**src/rtl/key_cfg_ctrl.sv**
```systemverilog
// Front-panel key controller: turns three debounced active-low keys into frequency-word
// and waveform-select updates, delivered to the DDS over a valid/ready handshake.
module key_cfg_ctrl #(
   parameter int unsigned     FW_W     = 32,
   parameter logic [FW_W-1:0] FW_INIT  = 42950,
   parameter logic [FW_W-1:0] FW_STEP  = 42950,
   parameter logic [FW_W-1:0] FW_MIN   = '0,
   parameter logic [FW_W-1:0] FW_MAX   = '1,
   parameter int unsigned     LONG_CYC = 50000000,
   parameter int unsigned     REP_CYC  = 10000000,
   parameter int unsigned     NWAVE    = 4
) (
   input  logic            clk,
   input  logic            rst,
   input  logic            key_up_n,
   input  logic            key_dn_n,
   input  logic            key_mode_n,
   input  logic            cfg_ready,
   output logic            cfg_valid,
   output logic [FW_W-1:0] freq_word,
   output logic [1:0]      wave_sel,
   output logic            key_busy
);

   localparam int unsigned TMR_MAX = (LONG_CYC > REP_CYC) ? LONG_CYC : REP_CYC;
   localparam int unsigned TMR_W   = (TMR_MAX > 1) ? $clog2(TMR_MAX) : 1;

   typedef enum logic [2:0] {
      S_IDLE,
      S_PUSH,
      S_HOLD,
      S_REPEAT,
      S_WAIT_REL
   } state_t;

   typedef enum logic [1:0] {
      K_UP,
      K_DN,
      K_MODE
   } key_t;

   // Key vectors are packed {mode, down, up}.
   logic [2:0] sync1_q, sync2_q, hist_q;
   logic [2:0] press;
   logic       all_rel;

   state_t            state_q, ret_q;
   key_t              sel_q;
   logic [TMR_W-1:0]  timer_q;
   logic [FW_W-1:0]   fw_q;
   logic [1:0]        ws_q;
   logic              valid_q;

   logic              step_up;
   logic              sel_held;
   logic              tmr_hit;
   logic [FW_W:0]     up_sum;
   logic [FW_W-1:0]   fw_d;
   logic              fw_change;
   logic [1:0]        ws_d;

   // Synchronizers preset to 1 so a reset never fabricates a press edge.
   always_ff @(posedge clk or posedge rst) begin
      if (rst) begin
         sync1_q <= '1;
         sync2_q <= '1;
         hist_q  <= '1;
      end else begin
         // NOTE: non-blocking assignments let this shift chain advance one stage per clock;
         // blocking ones would collapse the three flops into a single stage.
         sync1_q <= {key_mode_n, key_dn_n, key_up_n};
         sync2_q <= sync1_q;
         hist_q  <= sync2_q;
      end
   end

   assign press   = ~sync2_q & hist_q;
   assign all_rel = &sync2_q;

   always_comb begin
      // NOTE: every combinational output gets a default first so no path can infer a latch.
      step_up  = 1'b0;
      sel_held = 1'b0;
      tmr_hit  = 1'b0;
      fw_d     = fw_q;
      ws_d     = ws_q;

      if (state_q == S_IDLE) begin
         step_up = press[0];
      end else begin
         step_up = (sel_q == K_UP);
      end

      case (sel_q)
         K_UP:    sel_held = ~sync2_q[0];
         K_DN:    sel_held = ~sync2_q[1];
         default: sel_held = ~sync2_q[2];
      endcase

      if (state_q == S_HOLD) begin
         tmr_hit = (timer_q == TMR_W'(LONG_CYC - 1));
      end else begin
         tmr_hit = (timer_q == TMR_W'(REP_CYC - 1));
      end

      // One extra bit keeps the sum from wrapping before the clamp is applied.
      up_sum = {1'b0, fw_q} + {1'b0, FW_STEP};
      if (step_up) begin
         if (up_sum > {1'b0, FW_MAX}) begin
            fw_d = FW_MAX;
         end else begin
            fw_d = up_sum[FW_W-1:0];
         end
      end else begin
         if ({1'b0, fw_q} < ({1'b0, FW_MIN} + {1'b0, FW_STEP})) begin
            fw_d = FW_MIN;
         end else begin
            fw_d = fw_q - FW_STEP;
         end
      end

      if (ws_q == 2'(NWAVE - 1)) begin
         ws_d = '0;
      end else begin
         ws_d = ws_q + 2'd1;
      end
   end

   assign fw_change = (fw_d != fw_q);

   always_ff @(posedge clk or posedge rst) begin
      if (rst) begin
         state_q <= S_IDLE;
         ret_q   <= S_HOLD;
         sel_q   <= K_UP;
         timer_q <= '0;
         fw_q    <= FW_INIT;
         ws_q    <= '0;
         valid_q <= 1'b0;
      end else begin
         case (state_q)
            S_IDLE: begin
               timer_q <= '0;
               if (press[0] || press[1]) begin
                  sel_q <= press[0] ? K_UP : K_DN;
                  if (fw_change) begin
                     fw_q    <= fw_d;
                     valid_q <= 1'b1;
                     ret_q   <= S_HOLD;
                     state_q <= S_PUSH;
                  end else begin
                     state_q <= S_HOLD;
                  end
               end else if (press[2]) begin
                  sel_q   <= K_MODE;
                  ws_q    <= ws_d;
                  valid_q <= 1'b1;
                  ret_q   <= S_WAIT_REL;
                  state_q <= S_PUSH;
               end
            end

            // Held until the DDS takes the update; a release here is seen afterwards.
            S_PUSH: begin
               if (cfg_ready) begin
                  valid_q <= 1'b0;
                  timer_q <= '0;
                  state_q <= ret_q;
               end
            end

            S_HOLD, S_REPEAT: begin
               if (!sel_held) begin
                  timer_q <= '0;
                  state_q <= S_WAIT_REL;
               end else if (tmr_hit) begin
                  timer_q <= '0;
                  if (fw_change) begin
                     fw_q    <= fw_d;
                     valid_q <= 1'b1;
                     ret_q   <= S_REPEAT;
                     state_q <= S_PUSH;
                  end
               end else begin
                  timer_q <= timer_q + 1'b1;
               end
            end

            S_WAIT_REL: begin
               timer_q <= '0;
               if (all_rel) begin
                  state_q <= S_IDLE;
               end
            end

            default: begin
               timer_q <= '0;
               valid_q <= 1'b0;
               state_q <= S_IDLE;
            end
         endcase
      end
   end

   assign cfg_valid = valid_q;
   assign freq_word = fw_q;
   assign wave_sel  = ws_q;
   assign key_busy  = (state_q != S_IDLE);

endmodule

```
**config.mk**
```make
export PLATFORM = sky130hd
export DESIGN_NAME = key_cfg_ctrl
export DESIGN_NICKNAME = d
export VERILOG_FILES = /design/src/rtl/key_cfg_ctrl.sv
export SDC_FILE = /design/constraint.sdc
export NUM_CORES = 1
export LEC_CHECK = 0
export BUFFER_PORTS_ARGS = -buffer_cell sky130_fd_sc_hd__buf_2
export CORE_MARGIN = 1
export CORE_UTILIZATION = 65
export CTS_BUF_LIST = sky130_fd_sc_hd__clkbuf_2
export DETAILED_ROUTE_END_ITERATION = 8
export PLACE_DENSITY = 0.95
export SYNTH_ARGS = -nofsm -noshare
export SYNTH_HDL_FRONTEND = slang
export SYNTH_SLANG_ARGS = --single-unit
```
**constraint.sdc**
```tcl
create_clock -name clk -period 8.55 [get_ports clk]
set_clock_uncertainty 0.2 [all_clocks]
set_input_delay 1.71 -clock clk [delete_from_list [all_inputs] [get_ports clk]]
set_output_delay 1.71 -clock clk [all_outputs]
set_load 0.01 [all_outputs]
```
Word level (Yosys, flattened, before mapping)
Index checks and enable logic that the tools add are counted.
{ "op_classes": {"addsub": 4, "n_lt_le_gt_ge": 2, "eq_ne": 19, "n_mux": 42, "bitwise": 7, "reduce_logical": 14} }
{ "ops": {"columns": ["op", "count"], "rows": [
  ["two-way mux 32 bit", 7],
  ["two-way mux 26 bit", 3],
  ["case mux 32 bit (2 select lines)", 1],
  ["case mux 26 bit (2 select lines)", 1],
  ["two-way mux 3 bit", 13],
  ["adder 32 x 16 -> 33 bit (second input constant)", 1],
  ["> comparator 33 x 32 -> 1 bit (second input constant)", 1],
  ["less-than comparator 32 x 16 -> 1 bit (second input constant)", 1],
  ["inequality test 32 bit", 1],
  ["subtractor 32 x 16 -> 32 bit (second input constant)", 1],
  ["adder 26 x 1 -> 26 bit (second input constant)", 1],
  ["== test 26 x 24 -> 1 bit (second input constant)", 1],
  ["== test 26 bit (second input constant)", 1],
  ["case mux 3 bit (4 select lines)", 1],
  ["inequality test 2 bit (second input constant)", 5],
  ["AND reduction 5 bit", 2],
  ["two-way mux 1 bit", 9],
  ["inequality test 3 bit (second input constant)", 3],
  ["two-way mux 2 bit", 4],
  ["== test 3 x 2 -> 1 bit (second input constant)", 2],
  ["case mux 3 bit (2 select lines)", 1],
  ["AND reduction 3 bit", 2],
  ["AND reduction 6 bit", 1],
  ["inverter 1 bit", 5],
  ["other kinds (19)", 20]
]} }
{ "word_totals": {"ff_bits": 78, "in_bits": 6, "output_inout_bits": 36, "word_cells": 98} }

Logic depth before layout (Yosys ltp)
{ "depth": {"word_depth": 9, "mapped_depth": 17, "ltp_nobuf": 13} }

Least setup slack after synthesis
No wires, ideal clock.
{ "synth_path": {"kind": "reg-to-reg", "from": "register fw_q[1] (netlist: freq_word[1])", "to": "register fw_q[23] (netlist: freq_word[23])", "setup_ps": 125, "arrival_ps": 4098, "path_slack_ps": 4127, "stages_incl_launch_ff": 17, "n_path_buf": 4, "period_less_slack_ps": 4423, "cell_sequence": "dfstp_2 > clkbuf_2 > clkbuf_1 > inv_1 > ha_1 > clkbuf_1 > nand4b_1 > a31oi_1 > o21ai_0 > xor2_1 > nor4_1 > nand4_1 > mux2i_1 > nor4_4 > a21oi_4 > buf_6 > mux2_4"} }
{ "synth_via": {"elab_chain_cells": 9, "elab_cells_between_ends": 13, "cone_classes": "2 x add/sub; 2 x order compare; 1 x eq/ne; 8 x mux"} }
{ "synth_rtl": {"columns": ["element", "line_no", "rtl"], "rows": [
  ["from (decl)", "50", "logic [FW_W-1:0] fw_q;"],
  ["from (signal assigned)", "147", "fw_q <= fw_d;"],
  ["from (signal assigned)", "179", "fw_q <= fw_d;"],
  ["adder 32 x 16 -> 33 bit", "107", "up_sum = {1'b0, fw_q} + {1'b0, FW_STEP};"],
  ["> comparator 33 x 32 -> 1 bit", "109", "if (up_sum > {1'b0, FW_MAX}) begin"],
  ["two-way mux 32 bit", "109", null],
  ["two-way mux 32 bit", "108", "if (step_up) begin"],
  ["inequality test 32 bit", "129", "assign fw_change = (fw_d != fw_q);"],
  ["two-way mux 32 bit (*)", "146, 178", null],
  ["two-way mux 32 bit", "176", "end else if (tmr_hit) begin"],
  ["two-way mux 32 bit", "173", "if (!sel_held) begin"],
  ["case mux 32 bit (2 select lines) (*)", "141", "case (state_q)"]
]} }
Mark *: on every way between the ends. The rest lies on a longest branch, timed or not. The select of a mux whose other input is x is not followed.
A chain may end at the register's enable or synchronous reset.

Worst setup path after layout
{ "layout_path": {"from": "register fw_q[1] (netlist: freq_word[1])", "to": "register fw_q[22] (netlist: freq_word[22])"} }
The elaborated chain is that of the path after synthesis.

==> impl_results.md <==
- Status: finished clean
- Fmax: 0.171 GHz
- Crit path capture type: flip-flop
- Longest Clk Path Bufs: 2
- Total of max-cap violations: 0
- Max-slew headroom: 0.325
- Post-synth EDFFs: 0
- Final #Nets: 902
- Vias in the first global route: 7163
- Average size of a mapped cell: 7.66 um2
- Total design power: 2930 uW
- CTS tree: done
- First-pass GRT wire length: 38.0 mm
- NetSw: 1690 uW
- Antenna violations before repair: 0
- Global Route Usage Sum: 0.444
- Fin crit share: 0.684
- Clock latency on the worst-skew pair: 0.60 ns
- P per Cell Area: 406 nW/um2
- Fin. max-slew vios: 0
- RSZ-0062 raised after global routing: no
- Largest net degree at the start of global routing: 79
- Synth warn: 0
- Peak VDD IR: 0.319 mV
- Highest metal used: met4
- Pin slew with the least headroom to its limit: 1.01 ns
- Starting density of the core: 0.669
- Placed cell area: 7070 um2
- Final Instance Area: 7230 um2
- Combinational share of power: 0.630
- Wire length on met2: 10.4 mm
- # diodes: 0
- Final wirelength: 24.5 mm
- Antenna viol nets, final: 0
- Final setup viols: 0
- Post-layout minimum cycle time: 5.85 ns
- DP Wirelength: 16.9 mm
- Critical path arrival: 6.12 ns
- TritonCTS Buffers: 9
- Routed vias/inst: 7.78
- First drt pass iteration count: 9
- Via count: 8036
- GRT overflow: 0
- Pleak: 0.00275 uW
- Distinct cells, synth: 89
- Clk slew on worst S/H paths: 0.27 ns
- Crit path kind: reg2reg
- CP required: 8.81 ns
- Inst Count DP: 1017
- Post-synthesis register bit count: 78
- Port Buffer Count: 41
- Post-synth ARST share: 1.00
- Syn Nets: 908
- RD Place Congestion: 1.07
- Fin cells: 1033
- Die width: 105 um
- Area delta synth->final: 5.13%
- Hold Startpoint: sync1_q[2]
- Final count of hold timing violations: 0
- Internal: 1250 uW
- Setup_tns: 0 ns
- Row count: 37
- Die area: 11000 um2
- Worst Setup SP: freq_word[1]
- Switching part of the total power: 0.575
- WL met1: 8.82 mm
- Post CTS Setup Buffer Count: 0
- WL/cell: 23.7 um
- DRT iter0 DRCs: 1699
- Reg power frac: 0.278
- Boundary pin count: 42
- Max FO, Critical Path: 35
- Primary FF master, synth: dfrtp_1
- H-tree depth: 3
- Seq/Total Area, Yosys: 0.287
- Nature of the critical path startpoint: flip-flop
- Die Ht: 105 um
- Filler cells: 836
- Clock power share: 0.092
- Root Driver: clkbuf_2
- Layout Utilization: 0.704
- Met3 WL: 3.54 mm
- Core area: 10300 um2
- Reg2reg start: freq_word[1]
- DRC viols: 0
- Syn Inst Count: 898
- HP Class: reg2reg
- Hold Buf Count CTS: 0
- Clock sinks: 78
- Synth Cell Area: 6880 um2
- Share of layout cells above drive strength 1: 0.137
- Post-cts sizing count: 0
[area by class of cell]
type / instances / area, um2 / area share
Timing Repair Buffer: 58 / 333 / 0.0460
Clock buffer: 10 / 50.0 / 0.00692
Clock inverter: 6 / 109 / 0.0151
Tap cell: 136 / 170 / 0.0235
Multi-Input combinational cell: 714 / 4480 / 0.619
Sequential cell: 78 / 1980 / 0.273
Inverter: 31 / 118 / 0.0163
[synthesized netlist by cell type (15+ instances only)]
library cell	number	area, um2
a21oi_1	62	310
clkbuf_1	53	199
dfrtp_1	59	1480
dfstp_2	19	499
inv_1	31	116
nand2_1	78	293
nand3_1	32	160
nand4_1	31	194
nor2_1	85	319
nor3_1	29	145
nor4_1	18	113
o21ai_0	74	370
xnor2_1	15	131
xor2_1	18	158
[state kept, by name, indices dropped and copies added (netlist names), 3 cells and up]
register,cells
sync2_q,3
sync1_q,3
timer_q,26
ret_q,3
freq_word,32
hist_q,3
state_q,3
[critical path, cell delays in order (launching register included)]
cell and delay [ns]:
dfstp_2 0.80, inv_1 0.13, ha_1 0.37, nand4b_1 0.47
a31oi_1 0.54, o21ai_0 0.32, xnor2_1 0.25, nor3_1 0.24
nand4_1 0.35, a2bb2oi_1 0.37, nor4_4 0.11, a21oi_4 0.80
buf_4 0.39, o211ai_1 0.13, a32o_1 0.25
[cell usage in the layout (no fill, tap or decap), types with 13 or more instances in the layout]
master / n
xor2_1: 18
nor4_1: 18
dfstp_2: 19
nand4_1: 31
nand2_1: 78
xnor2_1: 15
or3_1: 13
inv_1: 30
buf_4: 17
o21ai_0: 74
buf_2: 41
and3_1: 14
dfrtp_1: 59
a21oi_1: 61
nand3_1: 32
nor2_1: 85
nor3_1: 29
[final timing paths]
check	depth (start not counted)	slack [ns]	endpoint
worst min register to register	0	0.17	sync2_q[2]
worst max-delay path	14	2.70	freq_word[22]
max in group asynchronous	3	6.28	freq_word[5]
worst max register to register	14	2.70	freq_word[22]
worst min-delay path	0	0.17	sync2_q[2]
min in group asynchronous	3	1.17	freq_word[23]
[per-layer routing]
layer | vias to the layer above | global-route usage
li1 | 3413 | -
met1 | 3643 | 0.568
met2 | 768 | 0.669
met3 | 212 | 0.120
met4 | 0 | 0.269
met5 | - | 0
[stage by stage]
stage	hold WS (ns)	setup slack (ns)
finish	0.172	2.70
global route	0.177	2.50
CTS	0.173	2.98
detailed placement	0.149	3.05
global placement	0.146	3.21
floorplan	0.145	4.13
[power by group through the flow]
stage	logic, uW	clock network [uW]	registers (uW)
after global placement	1740	0	793
after CTS	1750	270	790
after global routing	1950	286	831
after detailed placement	1740	0	797
final	1850	271	815
after floorplan	1420	0	602
[cell families (layout without fill, tap and decap cells)]
| group | Yosys count | count (layout) | share of synthesized area |
|---|---|---|---|
| compound gates | 312 | 312 | 0.313 |
| xor+xnor | 33 | 33 | 0.0420 |
| fa+ha+maj | 4 | 4 | 0.00728 |
| buf+inv | 106 | 105 | 0.0637 |
| flops | 78 | 78 | 0.287 |
| mux | 12 | 12 | 0.0195 |
| simple gates | 353 | 353 | 0.267 |
(Power assumes the default switching activity.)
